## src/rtl/timer_irq_ctrl.sv

```systemverilog
// -----------------------------------------------------------------------------
// timer_irq_ctrl
//   Interrupt/status stage for timer_counter_8bit. It detects rising edges on
//   the timer's overflow/underflow levels and latches them into sticky
//   write-1-to-clear flags. Per-source enables combine the flags into a single
//   registered interrupt. There is an APB slave with zero wait states.
//
//   Build option: define TIMER_IRQ_CNT_EN to implement the OVF_CNT/UDF_CNT
//   saturating event counters at 3'h2/3'h3. When it is not defined, those
//   addresses decode as unmapped.
//
//   Register map
//     3'h0 TSR      [1] UDF_F, [0] OVF_F  (W1C, set wins over clear)
//     3'h1 TIER     [1] UDF_IE, [0] OVF_IE
//     3'h2 OVF_CNT  saturating edge count, any write clears  (optional)
//     3'h3 UDF_CNT  saturating edge count, any write clears  (optional)
//
//   Ports
//     pclk, preset          clock, synchronous active-high reset
//     psel, penable, pwrite APB control
//     paddr, pwdata         APB address / write data
//     prdata, pready,       APB read data / ready / error (combinational)
//     pslverr
//     tmr_ovf, tmr_udf      pclk-synchronous timer levels
//     irq                   registered interrupt request
// -----------------------------------------------------------------------------
module timer_irq_ctrl #(
  parameter int DATA_WIDTH = 8,
  parameter int ADDR_WIDTH = 3
) (
  input  logic                  pclk,
  input  logic                  preset,
  input  logic                  psel,
  input  logic                  penable,
  input  logic                  pwrite,
  input  logic [ADDR_WIDTH-1:0] paddr,
  input  logic [DATA_WIDTH-1:0] pwdata,
  output logic [DATA_WIDTH-1:0] prdata,
  output logic                  pready,
  output logic                  pslverr,
  input  logic                  tmr_ovf,
  input  logic                  tmr_udf,
  output logic                  irq
);

  localparam logic [ADDR_WIDTH-1:0] ADDR_TSR     = ADDR_WIDTH'(0);
  localparam logic [ADDR_WIDTH-1:0] ADDR_TIER    = ADDR_WIDTH'(1);
  localparam logic [ADDR_WIDTH-1:0] ADDR_OVF_CNT = ADDR_WIDTH'(2);
  localparam logic [ADDR_WIDTH-1:0] ADDR_UDF_CNT = ADDR_WIDTH'(3);

  logic       access;
  logic       wr_en;
  logic       mapped;
  logic       ovf_q;
  logic       udf_q;
  logic       ovf_ev;
  logic       udf_ev;
  logic [1:0] tsr_q;
  logic [1:0] tier_q;
  logic [1:0] tsr_clr;
  logic [1:0] tsr_set;
  logic [DATA_WIDTH-1:0] rd_val;

  assign access = psel & penable;
  assign wr_en  = access & pwrite & mapped;

  assign ovf_ev = tmr_ovf & ~ovf_q;
  assign udf_ev = tmr_udf & ~udf_q;

  assign tsr_set = {udf_ev, ovf_ev};
  assign tsr_clr = (wr_en && paddr == ADDR_TSR) ? pwdata[1:0] : 2'b00;

  always_ff @(posedge pclk) begin
    if (preset) begin
      ovf_q  <= 1'b0;
      udf_q  <= 1'b0;
      tsr_q  <= '0;
      tier_q <= '0;
      irq    <= 1'b0;
    end else begin
      ovf_q <= tmr_ovf;
      udf_q <= tmr_udf;
      // Set is OR'd in after the clear, so a same-cycle event survives.
      tsr_q <= (tsr_q & ~tsr_clr) | tsr_set;
      if (wr_en && paddr == ADDR_TIER) begin
        tier_q <= pwdata[1:0];
      end
      irq <= |(tsr_q & tier_q);
    end
  end

`ifdef TIMER_IRQ_CNT_EN
  logic [7:0] ovf_cnt_q;
  logic [7:0] udf_cnt_q;

  always_ff @(posedge pclk) begin
    if (preset) begin
      ovf_cnt_q <= '0;
      udf_cnt_q <= '0;
    end else begin
      // A clearing write together with a new edge leaves a count of 1.
      if (wr_en && paddr == ADDR_OVF_CNT) begin
        ovf_cnt_q <= {7'b0, ovf_ev};
      end else if (ovf_ev && ovf_cnt_q != '1) begin
        ovf_cnt_q <= ovf_cnt_q + 8'd1;
      end
      if (wr_en && paddr == ADDR_UDF_CNT) begin
        udf_cnt_q <= {7'b0, udf_ev};
      end else if (udf_ev && udf_cnt_q != '1) begin
        udf_cnt_q <= udf_cnt_q + 8'd1;
      end
    end
  end

  always_comb begin
    mapped = 1'b0;
    rd_val = '0;
    case (paddr)
      ADDR_TSR: begin
        mapped = 1'b1;
        rd_val = {{(DATA_WIDTH-2){1'b0}}, tsr_q};
      end
      ADDR_TIER: begin
        mapped = 1'b1;
        rd_val = {{(DATA_WIDTH-2){1'b0}}, tier_q};
      end
      ADDR_OVF_CNT: begin
        mapped = 1'b1;
        rd_val = ovf_cnt_q;
      end
      ADDR_UDF_CNT: begin
        mapped = 1'b1;
        rd_val = udf_cnt_q;
      end
      default: begin
        mapped = 1'b0;
        rd_val = '0;
      end
    endcase
  end
`else
  always_comb begin
    mapped = 1'b0;
    rd_val = '0;
    case (paddr)
      ADDR_TSR: begin
        mapped = 1'b1;
        rd_val = {{(DATA_WIDTH-2){1'b0}}, tsr_q};
      end
      ADDR_TIER: begin
        mapped = 1'b1;
        rd_val = {{(DATA_WIDTH-2){1'b0}}, tier_q};
      end
      default: begin
        mapped = 1'b0;
        rd_val = '0;
      end
    endcase
  end
`endif

  assign pready  = access;
  assign pslverr = access & ~mapped;
  assign prdata  = (access && !pwrite && mapped) ? rd_val : '0;

endmodule

```

## config.mk

```make
export PLATFORM = sky130hd
export DESIGN_NAME = timer_irq_ctrl
export DESIGN_NICKNAME = d
export VERILOG_FILES = /design/src/rtl/timer_irq_ctrl.sv
export SDC_FILE = /design/constraint.sdc
export NUM_CORES = 1
export LEC_CHECK = 0
export ABC_AREA = 1
export ABC_CLOCK_PERIOD_IN_PS = 1300
export CAP_MARGIN = 20
export CELL_PAD_IN_SITES_DETAIL_PLACEMENT = 0
export CELL_PAD_IN_SITES_GLOBAL_PLACEMENT = 1
export CORE_ASPECT_RATIO = 1.2
export CORE_UTILIZATION = 23
export CTS_CLUSTER_SIZE = 28
export DETAILED_ROUTE_END_ITERATION = 8
export GPL_ROUTABILITY_DRIVEN = 0
export PLACE_DENSITY_LB_ADDON = 0.1
export SETUP_SLACK_MARGIN = 0.4
export SYNTH_ARGS = -nofsm -noshare
export SYNTH_HDL_FRONTEND = slang
export SYNTH_SLANG_ARGS = --single-unit
```

## constraint.sdc

```tcl
create_clock -name pclk -period 1.3 [get_ports pclk]
set_input_delay 0.195 -clock pclk [delete_from_list [all_inputs] [get_ports pclk]]
set_output_delay 0.195 -clock pclk [all_outputs]
set_load 0.02 [all_outputs]
```

==> qor_table.md <==
| Metric | Value | Unit |
|---|---|---|
| Run status | finished, final reports clean | - |
| Number of buffers added on ports | 16 | - |
| Fmax | 862 | MHz |
| Instance area after placement | 689 | um^2 |
| Share of the cycle needed by the critical path after routing | 89.3 | % |
| Longest Clk Path Bufs | 2 | - |
| Max VDD drop | 0.367 | mV |
| CP Data Arrival Time | 970 | ps |
| Total number of placement rows | 16 | - |
| DRT antenna net count | 0 | - |
| GRT overflow | 0 | - |
| Cell variety after synth | 15 | - |
| ANT cells | 0 | - |
| Fin. Hold Viols | 0 | - |
| First-pass GRT wire length | 2080 | um |
| TritonCTS clock tree | yes | - |
| Number of max-capacitance violations reported | 0 | - |
| Met3 WL | 71 | um |
| Top fanout value on the critical path | 2 | - |
| Setup repair after global routing missed its margin | true | - |
| Global routing usage summed across all routing layers | 13.1 | % |
| Number of warnings printed during yosys synthesis | 0 | - |
| Slew Viols, Final | 0 | - |
| Worst Skew | 1.13 | ps |
| Category of the worst setup path launch point | flip-flop | - |
| Top Metal Used | met4 | - |
| Layout Utilization | 48.6 | % |
| Maximum number of pins on one net before global-route repair | 8 | - |
| Cell area after technology mapping | 429 | um^2 |
| Overall die height | 49.3 | um |
| Number of sinks handled by clock tree synthesis | 7 | - |
| Clk Tree Root Cell | sky130_fd_sc_hd__clkbuf_4 | - |
| Endpoints failing setup | 0 | - |
| Proportion of synthesized chip area in sequential cells | 32.7 | % |
| Effective utilization at floorplan | 25.5 | % |
| Wire length reported by the detailed router | 1110 | um |
| Required time at the endpoint of the critical path | 1110 | ps |
| Post-Syn Instances | 64 | - |
| Path category of the worst min-delay check | in2reg | - |
| Clock insertion delay at the later pin of the skew report | 260 | ps |
| Static leakage power | 0.391 | nW |
| Critical setup path kind | reg2out | - |
| Routed WL per cell | 9.75 | um |
| Total CTS buffers | 3 | - |
| Drt initial violations | 3 | - |
| Avg Synthesized Cell Area | 6.71 | um^2 |
| Number of iterations in the first detailed-routing pass | 4 | - |
| HPWL after detailed placement | 819 | um |
| Nature of the critical path endpoint | output port | - |
| Horizontal die dimension | 41.4 | um |
| Die Outline Area | 2040 | um^2 |
| Ratio of total power to cell area | 736 | nW/um^2 |
| Most common cell after layout, fill and taps aside | sky130_fd_sc_hd__inv_1 | - |
| Via count of the first global-routing pass | 490 | - |
| Average vias per placed instance | 4.20 | - |
| Flip-flop and latch count after synthesis | 7 | - |
| Area growth, synth to finish | 90.4 | % |
| Routed length on met2 | 554 | um |
| CTS HTree Levels | 1 | - |
| Final design area excluding fillers | 817 | um^2 |
| Clock-pin slew on the worst setup and hold paths | 50 | ps |
| DR DRC count | 0 | - |
| Routed length on met1 | 452 | um |
| Number of top-level design ports | 29 | - |
| Final min period | 1160 | ps |
| Commonest cells after routing, fill and taps aside | sky130_fd_sc_hd__inv_1, sky130_fd_sc_hd__nand2_1, sky130_fd_sc_hd__buf_6, sky130_fd_sc_hd__buf_4, sky130_fd_sc_hd__conb_1 | - |
| Overall power | 0.000601 | W |
| Nets | 115 | - |
| Placeable Area | 1680 | um^2 |
| Antenna violations before repair | 0 | - |
| Fraction of final layout cells sized beyond drive strength 1 | 52.1 | % |
| Routed via count | 479 | - |
[power by group]
| part | switching [W] | internal, W |
|---|---|---|
| registers | 0.00000814 | 0.000227 |
| clock network | 0.0000889 | 0.000118 |
| logic | 0.0000796 | 0.0000801 |
| total | 0.000177 | 0.000425 |
[kinds of logic (layout without fill, tap and decap cells)]
logic type             after synthesis  after routing  synth area share (%)
AOI/OAI and AO/OA                    3              3                  3.79
buffers and inverters               23             50                  27.1
and+or+nand+nor                     30             30                  35.6
DFF                                  7              7                  32.7
other                                1              6                 0.874
[timing repair]
action / 4_1_cts / 5_1_grt
pin swaps: 12 / 10
setup buffers: 7 / 1
endpoints found under the setup margin: 9 / 8
resized for setup: 53 / 12
hold buffers: 0 / 0
[stage by stage]
step	hold slack, ps	instances	worst slack, ps	TNS, ps
after global placement	440	102	-701	-2720
after floorplan	278	69	361	0
after global routing	220	114	88.1	0
after CTS	463	113	146	0
final	204	114	140	0
after detailed placement	448	102	-730	-2870
[cells in the mapped netlist]
library cell	count	share of area, %
sky130_fd_sc_hd__a21oi_1	2	2.3
sky130_fd_sc_hd__buf_4	6	10
sky130_fd_sc_hd__buf_6	1	2.6
sky130_fd_sc_hd__conb_1	1	0.87
sky130_fd_sc_hd__dfxtp_1	7	33
sky130_fd_sc_hd__inv_1	14	12
sky130_fd_sc_hd__inv_2	2	1.7
sky130_fd_sc_hd__nand2_1	12	10
sky130_fd_sc_hd__nand2_2	1	1.5
sky130_fd_sc_hd__nand3_1	5	5.8
sky130_fd_sc_hd__nand3_2	1	2.3
sky130_fd_sc_hd__nand4_1	4	5.8
sky130_fd_sc_hd__nor2_1	5	4.4
sky130_fd_sc_hd__nor2_4	2	5.2
sky130_fd_sc_hd__o22ai_1	1	1.5
[state kept, by name (all words and copies together) (netlist names)]
register  flops
irq           1
ovf_q         1
tier_q        2
tsr_q         2
udf_q         1
[critical path, cell delays in order (launching register included)]
cell and delay [ps]:
sky130_fd_sc_hd__dfxtp_2 350, sky130_fd_sc_hd__nand3_4 70, sky130_fd_sc_hd__a21oi_4 150, sky130_fd_sc_hd__buf_6 130
[layout make-up]
class | count | area (um^2)
Fill cell | 184 | 865
Timing Repair Buffer | 30 | 288
Multi-Input combinational cell | 39 | 274
Sequential cell | 7 | 146
Inverter | 16 | 60.1
Clock buffer | 4 | 26.3
Tap cell | 18 | 22.5
[metal layers]
| metal | vias to the layer above | track usage (%) |
|---|---|---|
| met3 | 4 | 3.33 |
| met2 | 19 | 22.4 |
| met1 | 210 | 14.1 |
| met5 | - | 0 |
| li1 | 246 | - |
| met4 | 0 | 8.06 |
[worst paths after layout]
kind | cells past startpoint | endpoint | slack [ps] | from
max | 3 | prdata[1] | 140 | tsr_q[1]
min | 2 | ovf_q | 200 | preset
max reg2reg | 4 | tsr_q[1] | 620 | tsr_q[1]
min reg2reg | 3 | tsr_q[0] | 450 | ovf_q
Note: power is estimated with default switching activity, not from simulation.
